File: config.mk
export PLATFORM = sky130hd
export DESIGN_NAME = rvc_asap_5pl_vga_ctrl
export DESIGN_NICKNAME = d
export VERILOG_FILES = /design/src/rtl/rvc_asap_5pl_vga_ctrl.sv
export SDC_FILE = /design/constraint.sdc
export NUM_CORES = 1
export LEC_CHECK = 0
export BUFFER_PORTS_ARGS = -buffer_cell sky130_fd_sc_hd__buf_2
export CORE_MARGIN = 3
export CORE_UTILIZATION = 58
export CTS_CLUSTER_DIAMETER = 120
export CTS_CLUSTER_SIZE = 14
export DETAILED_ROUTE_END_ITERATION = 7
export PLACE_DENSITY_LB_ADDON = 0.1
export SLEW_MARGIN = 20
export SYNTH_ARGS = -nofsm -noshare
export SYNTH_HDL_FRONTEND = slang
export SYNTH_SLANG_ARGS = --single-unit
File: constraint.sdc
create_clock -name clock -period 6.6 [get_ports clock]
set_input_delay 0.99 -clock clock [delete_from_list [all_inputs] [get_ports clock]]
set_output_delay 0.99 -clock clock [all_outputs]
set_load 0.05 [all_outputs]
File: src/rtl/rvc_asap_5pl_vga_ctrl.sv
// 640x480@60 VGA timing generator with a 1 bpp framebuffer read port.
// Two-stage pipeline: memory read + stage-1 flops, then registered RGB/sync outputs.
module rvc_asap_5pl_vga_ctrl #(
    parameter int unsigned H_VISIBLE = 640,
    parameter int unsigned V_VISIBLE = 480,
    parameter logic [11:0] FG_COLOR  = 12'hFFF,
    parameter logic [11:0] BG_COLOR  = 12'h000
) (
    input  logic        clock,
    input  logic        rst,
    output logic [13:0] address_b,
    input  logic [31:0] q_b,
    output logic [3:0]  red,
    output logic [3:0]  green,
    output logic [3:0]  blue,
    output logic        h_sync,
    output logic        v_sync,
    output logic        sof
);

    localparam int unsigned CNT_W          = 10;
    localparam int unsigned ADDR_W         = 14;
    localparam int unsigned WORDS_PER_LINE = H_VISIBLE / 32;
    localparam int unsigned H_TOTAL        = H_VISIBLE + 160;
    localparam int unsigned H_SYNC_START   = H_VISIBLE + 16;
    localparam int unsigned H_SYNC_END     = H_VISIBLE + 111;
    localparam int unsigned V_TOTAL        = V_VISIBLE + 45;
    localparam int unsigned V_SYNC_START   = V_VISIBLE + 10;
    localparam int unsigned V_SYNC_END     = V_VISIBLE + 11;

    logic [CNT_W-1:0] h_cnt;
    logic [CNT_W-1:0] v_cnt;
    logic             visible;
    logic             hsync_raw;
    logic             vsync_raw;
    logic             frame_start;

    logic [4:0]       bit_idx1;
    logic             visible1;
    logic             hsync1;
    logic             vsync1;
    logic             sof1;
    logic             pixel;

    // Raster position counters.
    always_ff @(posedge clock or posedge rst) begin
        if (rst) begin
            h_cnt <= '0;
            v_cnt <= '0;
        end else if (h_cnt == CNT_W'(H_TOTAL - 1)) begin
            h_cnt <= '0;
            v_cnt <= (v_cnt == CNT_W'(V_TOTAL - 1)) ? '0 : v_cnt + CNT_W'(1);
        end else begin
            h_cnt <= h_cnt + CNT_W'(1);
        end
    end

    // Decode of the current counter position; address feeds the synchronous RAM.
    always_comb begin
        visible     = (h_cnt < CNT_W'(H_VISIBLE)) && (v_cnt < CNT_W'(V_VISIBLE));
        hsync_raw   = !((h_cnt >= CNT_W'(H_SYNC_START)) && (h_cnt <= CNT_W'(H_SYNC_END)));
        vsync_raw   = !((v_cnt >= CNT_W'(V_SYNC_START)) && (v_cnt <= CNT_W'(V_SYNC_END)));
        frame_start = (h_cnt == '0) && (v_cnt == '0);
        address_b   = '0;
        if (visible) begin
            address_b = ADDR_W'(v_cnt) * ADDR_W'(WORDS_PER_LINE) + ADDR_W'(h_cnt[9:5]);
        end
    end

    // Stage 1: timing context travels alongside the 1-cycle memory read.
    always_ff @(posedge clock or posedge rst) begin
        if (rst) begin
            bit_idx1 <= '0;
            visible1 <= 1'b0;
            hsync1   <= 1'b1;
            vsync1   <= 1'b1;
            sof1     <= 1'b0;
        end else begin
            bit_idx1 <= h_cnt[4:0];
            visible1 <= visible;
            hsync1   <= hsync_raw;
            vsync1   <= vsync_raw;
            sof1     <= frame_start;
        end
    end

    assign pixel = q_b[bit_idx1];

    // Stage 2: registered outputs; blanking never looks at q_b.
    always_ff @(posedge clock or posedge rst) begin
        if (rst) begin
            {red, green, blue} <= 12'h000;
            h_sync             <= 1'b1;
            v_sync             <= 1'b1;
            sof                <= 1'b0;
        end else begin
            if (!visible1) begin
                {red, green, blue} <= 12'h000;
            end else if (pixel) begin
                {red, green, blue} <= FG_COLOR;
            end else begin
                {red, green, blue} <= BG_COLOR;
            end
            h_sync <= hsync1;
            v_sync <= vsync1;
            sof    <= sof1;
        end
    end

endmodule

## After elaboration in Yosys (flattened, before gate mapping)

Cells that the tools add are included.

- Add/sub/neg operators: 3
- $mul: 1
- Magnitude comparators: 7
- Equality and inequality tests: 2
- Mux-type cells: 7
- Reduce and logical (&&, ||, !) cells: 8

Operator list:

| operator | number |
|---|---|
| $add A10 B1 Y10 const B | 2 |
| $eq A10 B10 Y1 const B | 2 |
| $logic_not A10 Y1 | 2 |
| $mux W10 | 2 |
| $add A14 B5 Y14 | 1 |
| $mux W14 | 1 |
| $mul A10 B3 Y12 const B | 1 |
| $ge A10 B10 Y1 const B | 1 |
| $ge A10 B9 Y1 const B | 1 |
| $le A10 B10 Y1 const B | 1 |
| $le A10 B9 Y1 const B | 1 |
| $lt A10 B10 Y1 const B | 1 |
| $lt A10 B9 Y1 const B | 1 |
| $mux W4 | 2 |
| $lt A5 B6 Y1 const B | 1 |
| $bmux W1 S5 | 1 |
| $logic_and A1 B1 Y1 | 4 |
| $logic_not A1 Y1 | 2 |
| $mux W1 | 1 |

- Register bits after elaboration: 36
- Bits of input ports: 34
- Output and inout bits: 29
- Logic and storage cells: 39

## Logic depth before layout (Yosys ltp)

- Depth in word-level cells: 4
- Gate-level depth with buffers: 9
- Depth with buffers taken out: 9

## Worst setup path after synthesis

Ideal clock, no wire load.

- Path type: register to output
- Start point: register v_cnt[1]
- End point: output address_b[12]
- Arrival: 3298 ps
- Required time: 5610 ps
- Path slack: 2312 ps
- Stages on the path, launching flop included: 10
- Path buffers: 0
- Cell sequence: dfrtp_1 > ha_1 > ha_1 > fa_1 > a21oi_1 > o21bai_1 > xor2_1 > nand3_1 > or3_1 > a21oi_1

- Cells in the longest elaborated chain, start to end: 3
- Elaborated cells on any way between the ends: 5
- Those cells by class: 1 x add/sub; 1 x mul; 1 x order compare; 1 x mux; 1 x reduce/logical

RTL lines:

| item | RTL line | text |
|---|---|---|
| start, declared | 32 | `logic [CNT_W-1:0] v_cnt;` |
| start signal, assigned | 52 | `v_cnt <= (v_cnt == CNT_W'(V_TOTAL - 1)) ? '0 : v_cnt + CNT_W'(1);` |
| $mul A10 B3 Y12 / $lt A10 B9 Y1 (equally long branches) | 66, 60 |  |
| $add A14 B5 Y14 / $logic_and A1 B1 Y1 (equally long branches) | 66, 60 |  |
| $mux W14 (*) | 65 | `if (visible) begin` |
| end, declared | 11 | `output logic [13:0] address_b,` |

Mark *: on every way between the ends. The rest lies on a longest branch, timed or not.

## Worst setup path after layout

Ends and elaborated chain as after synthesis.

==> flow_summary.json <==
{
  "cap_violations": 0,
  "synth_cells": 264,
  "place.gp.congestion": 0.8648,
  "power.total_w": 0.0004285,
  "syn_nets": 323,
  "post_cts_buffers": 0,
  "crit_path_start_kind": "flip-flop",
  "numPortBuffers": 62,
  "synthSimpleGateAreaFrac": 0.2010,
  "slew_violations": 0,
  "grt_pass1_wl_mm": 9.183,
  "tns_ns": 0,
  "skew_ns": 0.005805,
  "synth_cell_types": 45,
  "holdCritPathClass": "reg -> reg",
  "synthMuxAreaShare": 0.09216,
  "grt-ovfl-total": 0,
  "io_pins": 63,
  "synth-compound-area-share": 0.1123,
  "synthTopCellsByArea": "dfrtp_1, ha_1, mux4_2",
  "synth-edff-count": 0,
  "rsz0062_at_grt": "false",
  "p_sw_frac": 0.2316,
  "drive_gt1_frac": 0.2862,
  "hold_viol": 0,
  "cts_resized": 0,
  "h-tree-depth": 2,
  "row_count": 23,
  "p_int_w": 0.0003292,
  "synth-async-reset-ratio": 1.000,
  "insertion_delay_ns": 0.28,
  "coreArea_sq_um": 4115,
  "crit_path_max_fanout": 9,
  "route.vias.total": 2127,
  "dpl_cell_area_sq_um": 2820,
  "first_global_vias": 2018,
  "critPathCaptureType": "output port",
  "cts_sinks": 33,
  "crit_type": "reg -> out",
  "stdcell_area_sq_um": 2935,
  "power_frac_comb": 0.084,
  "worstMarginPinSlew_ns": 0.9245,
  "fin_crit_sh": 0.6804,
  "cts_buffer_depth": 2,
  "setup_viol": 0,
  "dr.pass1.iters": 4,
  "min_period_ns": 4.490,
  "antenna_left": 0,
  "viasPerCell": 5.780,
  "nFillCells": 346,
  "insertedDiodeCount": 0,
  "power_frac_clock": 0.442,
  "area.growth.synth_to_final_pct": 15.00,
  "yosysTopAreaCellShare": 0.2843,
  "seqPwrFrac": 0.474,
  "drc": 0,
  "netlist_area_sq_um": 2552,
  "start_util": 0.6202,
  "synth_ff_type": "dfrtp_1",
  "max_slew_margin": 0.3780,
  "die_h_um": 72.34,
  "irDropWorstVdd_mv": 0.1913,
  "critPathArrivalTime_ns": 3.50,
  "max_freq_mhz": 222.7,
  "dp_hpwl_mm": 4.259,
  "p_leak_nw": 1.468,
  "yosys.area_share.xor_xnor": 0.07892,
  "cts_hold_buf": 0,
  "powerDensity_nw_per_um2": 146.0,
  "p_switching_w": 0.00009922,
  "post_drt_wl_per_cell_um": 14.61,
  "cts_tree": "done",
  "ys_seq_area_frac": 0.3255,
  "path_clk_slew_ns": 0.07,
  "cts_buffers": 5,
  "grt_start_max_net_pins": 30,
  "synth_adder_area_share": 0.1284,
  "yosysWarnings": 0,
  "drt_iter0_drc": 144,
  "cts-root-buf": "clkbuf_8",
  "dieArea_sq_um": 5233,
  "ys_ff_latch": 33,
  "synth_top_family_by_area": "simple AND/OR/NAND/NOR gates",
  "die_width_um": 72.34,
  "status": "finished, final reports clean",
  "syn_area_per_cell_sq_um": 9.668,
  "finish.net_count": 376,
  "routed_wl_mm": 5.378,
  "required_ns": 5.61,
  "grtUsageTotal": 0.2239,
  "worst_hold_slack_ns": 0.3527,
  "antenna_found_initial": 0,
  "yosysTopAreaCell": "dfrtp_1"
}
-- path summary, 6_finish.rpt --
check                                startpoint  slack, ns                    to  depth (start not counted)
min in group asynchronous                   rst       0.58  v_cnt[8]$_DFFE_PP0N_                          2
max                        v_cnt[1]$_DFFE_PP0N_       2.11         address_b[12]                         10
min reg2reg                      sof1$_DFF_PP0_       0.35         sof$_DFF_PP0_                          0
max reg2reg                  h_cnt[0]$_DFF_PP0_       3.96  v_cnt[9]$_DFFE_PP0N_                          8
max in group asynchronous                   rst       5.40      h_sync$_DFF_PP1_                          3
min                              sof1$_DFF_PP0_       0.35         sof$_DFF_PP0_                          0
-- layout by cell type, fill, tap and decap left out, types with 5 or more instances in the layout --
cell type,instances
buf_2,62
dfrtp_1,29
nor2_1,27
ha_1,23
nand2_1,19
o21ai_0,16
nand3_1,14
xor2_1,13
inv_1,10
xnor2_1,10
mux4_2,10
a21oi_1,9
nor3_1,8
and2_1,6
clkbuf_8,5
-- cell usage after synthesis, types with 2 or more instances --
cell       number
and2_1          6
o31ai_1         3
buf_4          11
or3_1           3
nand4_1         3
ha_1           23
o21ai_1         2
fa_1            2
nand4b_1        2
dfstp_2         4
xnor2_1        10
mux4_2         10
nor2b_1         4
and3_1          4
dfrtp_1        29
o21ai_0        16
inv_1          10
nand2_1        19
a21oi_1         9
xor2_1         13
clkbuf_1        3
a21o_1          2
o2111ai_1       2
nand3_1        14
nor3_1          8
nand2b_1        2
or3b_1          2
nand3b_1        2
nor4_1          2
nor2_1         27
buf_2           3
-- sequential cells by signal, summed over array words and instances, names as in the netlist --
| name | cells |
|---|---|
| h_cnt | 10 |
| v_cnt | 10 |
| bit_idx1 | 5 |
| blue | 1 |
| h_sync | 1 |
| hsync1 | 1 |
| sof | 1 |
| sof1 | 1 |
| v_sync | 1 |
| visible1 | 1 |
| vsync1 | 1 |
-- per-stage QoR --
stage / cells / util / setup slack, ns
3_3_place_gp: 360 / 0.6853 / 2.555
2_1_floorplan: 264 / - / 2.312
3_5_place_dp: 360 / 0.6853 / 2.457
6_report: 368 / 0.7133 / 2.110
5_1_grt: 368 / 0.7133 / 1.851
4_1_cts: 368 / 0.7133 / 2.119
-- layout make-up --
cell class                      count  area, sq um  area share
Tap cell                           50        62.56     0.02131
Clock buffer                        5        68.82     0.02344
Clock inverter                      3        46.29     0.01577
Multi-Input combinational cell    203         1564      0.5328
Sequential cell                    33        830.8      0.2830
Timing Repair Buffer               64        325.3      0.1108
Inverter                           10        37.54     0.01279
-- power groups by stage --
stage	combinational, W	sequential (W)	clock [W]
floorplan	0.0000255	0.000208	0
global placement	0.0000356	0.000207	0
detailed placement	0.0000364	0.000207	0
CTS	0.0000364	0.000203	0.000193
global route	0.0000385	0.000203	0.000201
finish	0.0000358	0.000203	0.000189
-- kinds of logic after synthesis --
logic type               Yosys count
multiplexers                      11
adder cells (fa/ha/maj)           25
flip-flops                        33
XOR/XNOR                          23
buffers and inverters             28
AND/OR/NAND/NOR                  102
AO/OA/AOI/OAI                     42
-- metal layers --
layer  GRT usage  vias to the layer above  routed length, um
met4     0.05219                        0                 29
met5           0                        -                  0
li1            -                     1041                  -
met1      0.3112                     1032               2418
met3     0.04294                        4                223
met2      0.3630                       50               2707
-- worst max-delay path: stages (launching register included) --
cell,delay (ns)
dfrtp_1,0.49
ha_1,0.35
ha_1,0.26
fa_1,0.43
a21oi_1,0.28
o21bai_1,0.11
xor2_1,0.31
nand3_1,0.19
or3_1,0.38
a21oi_1,0.13
buf_2,0.28
(Power assumes the default switching activity.)
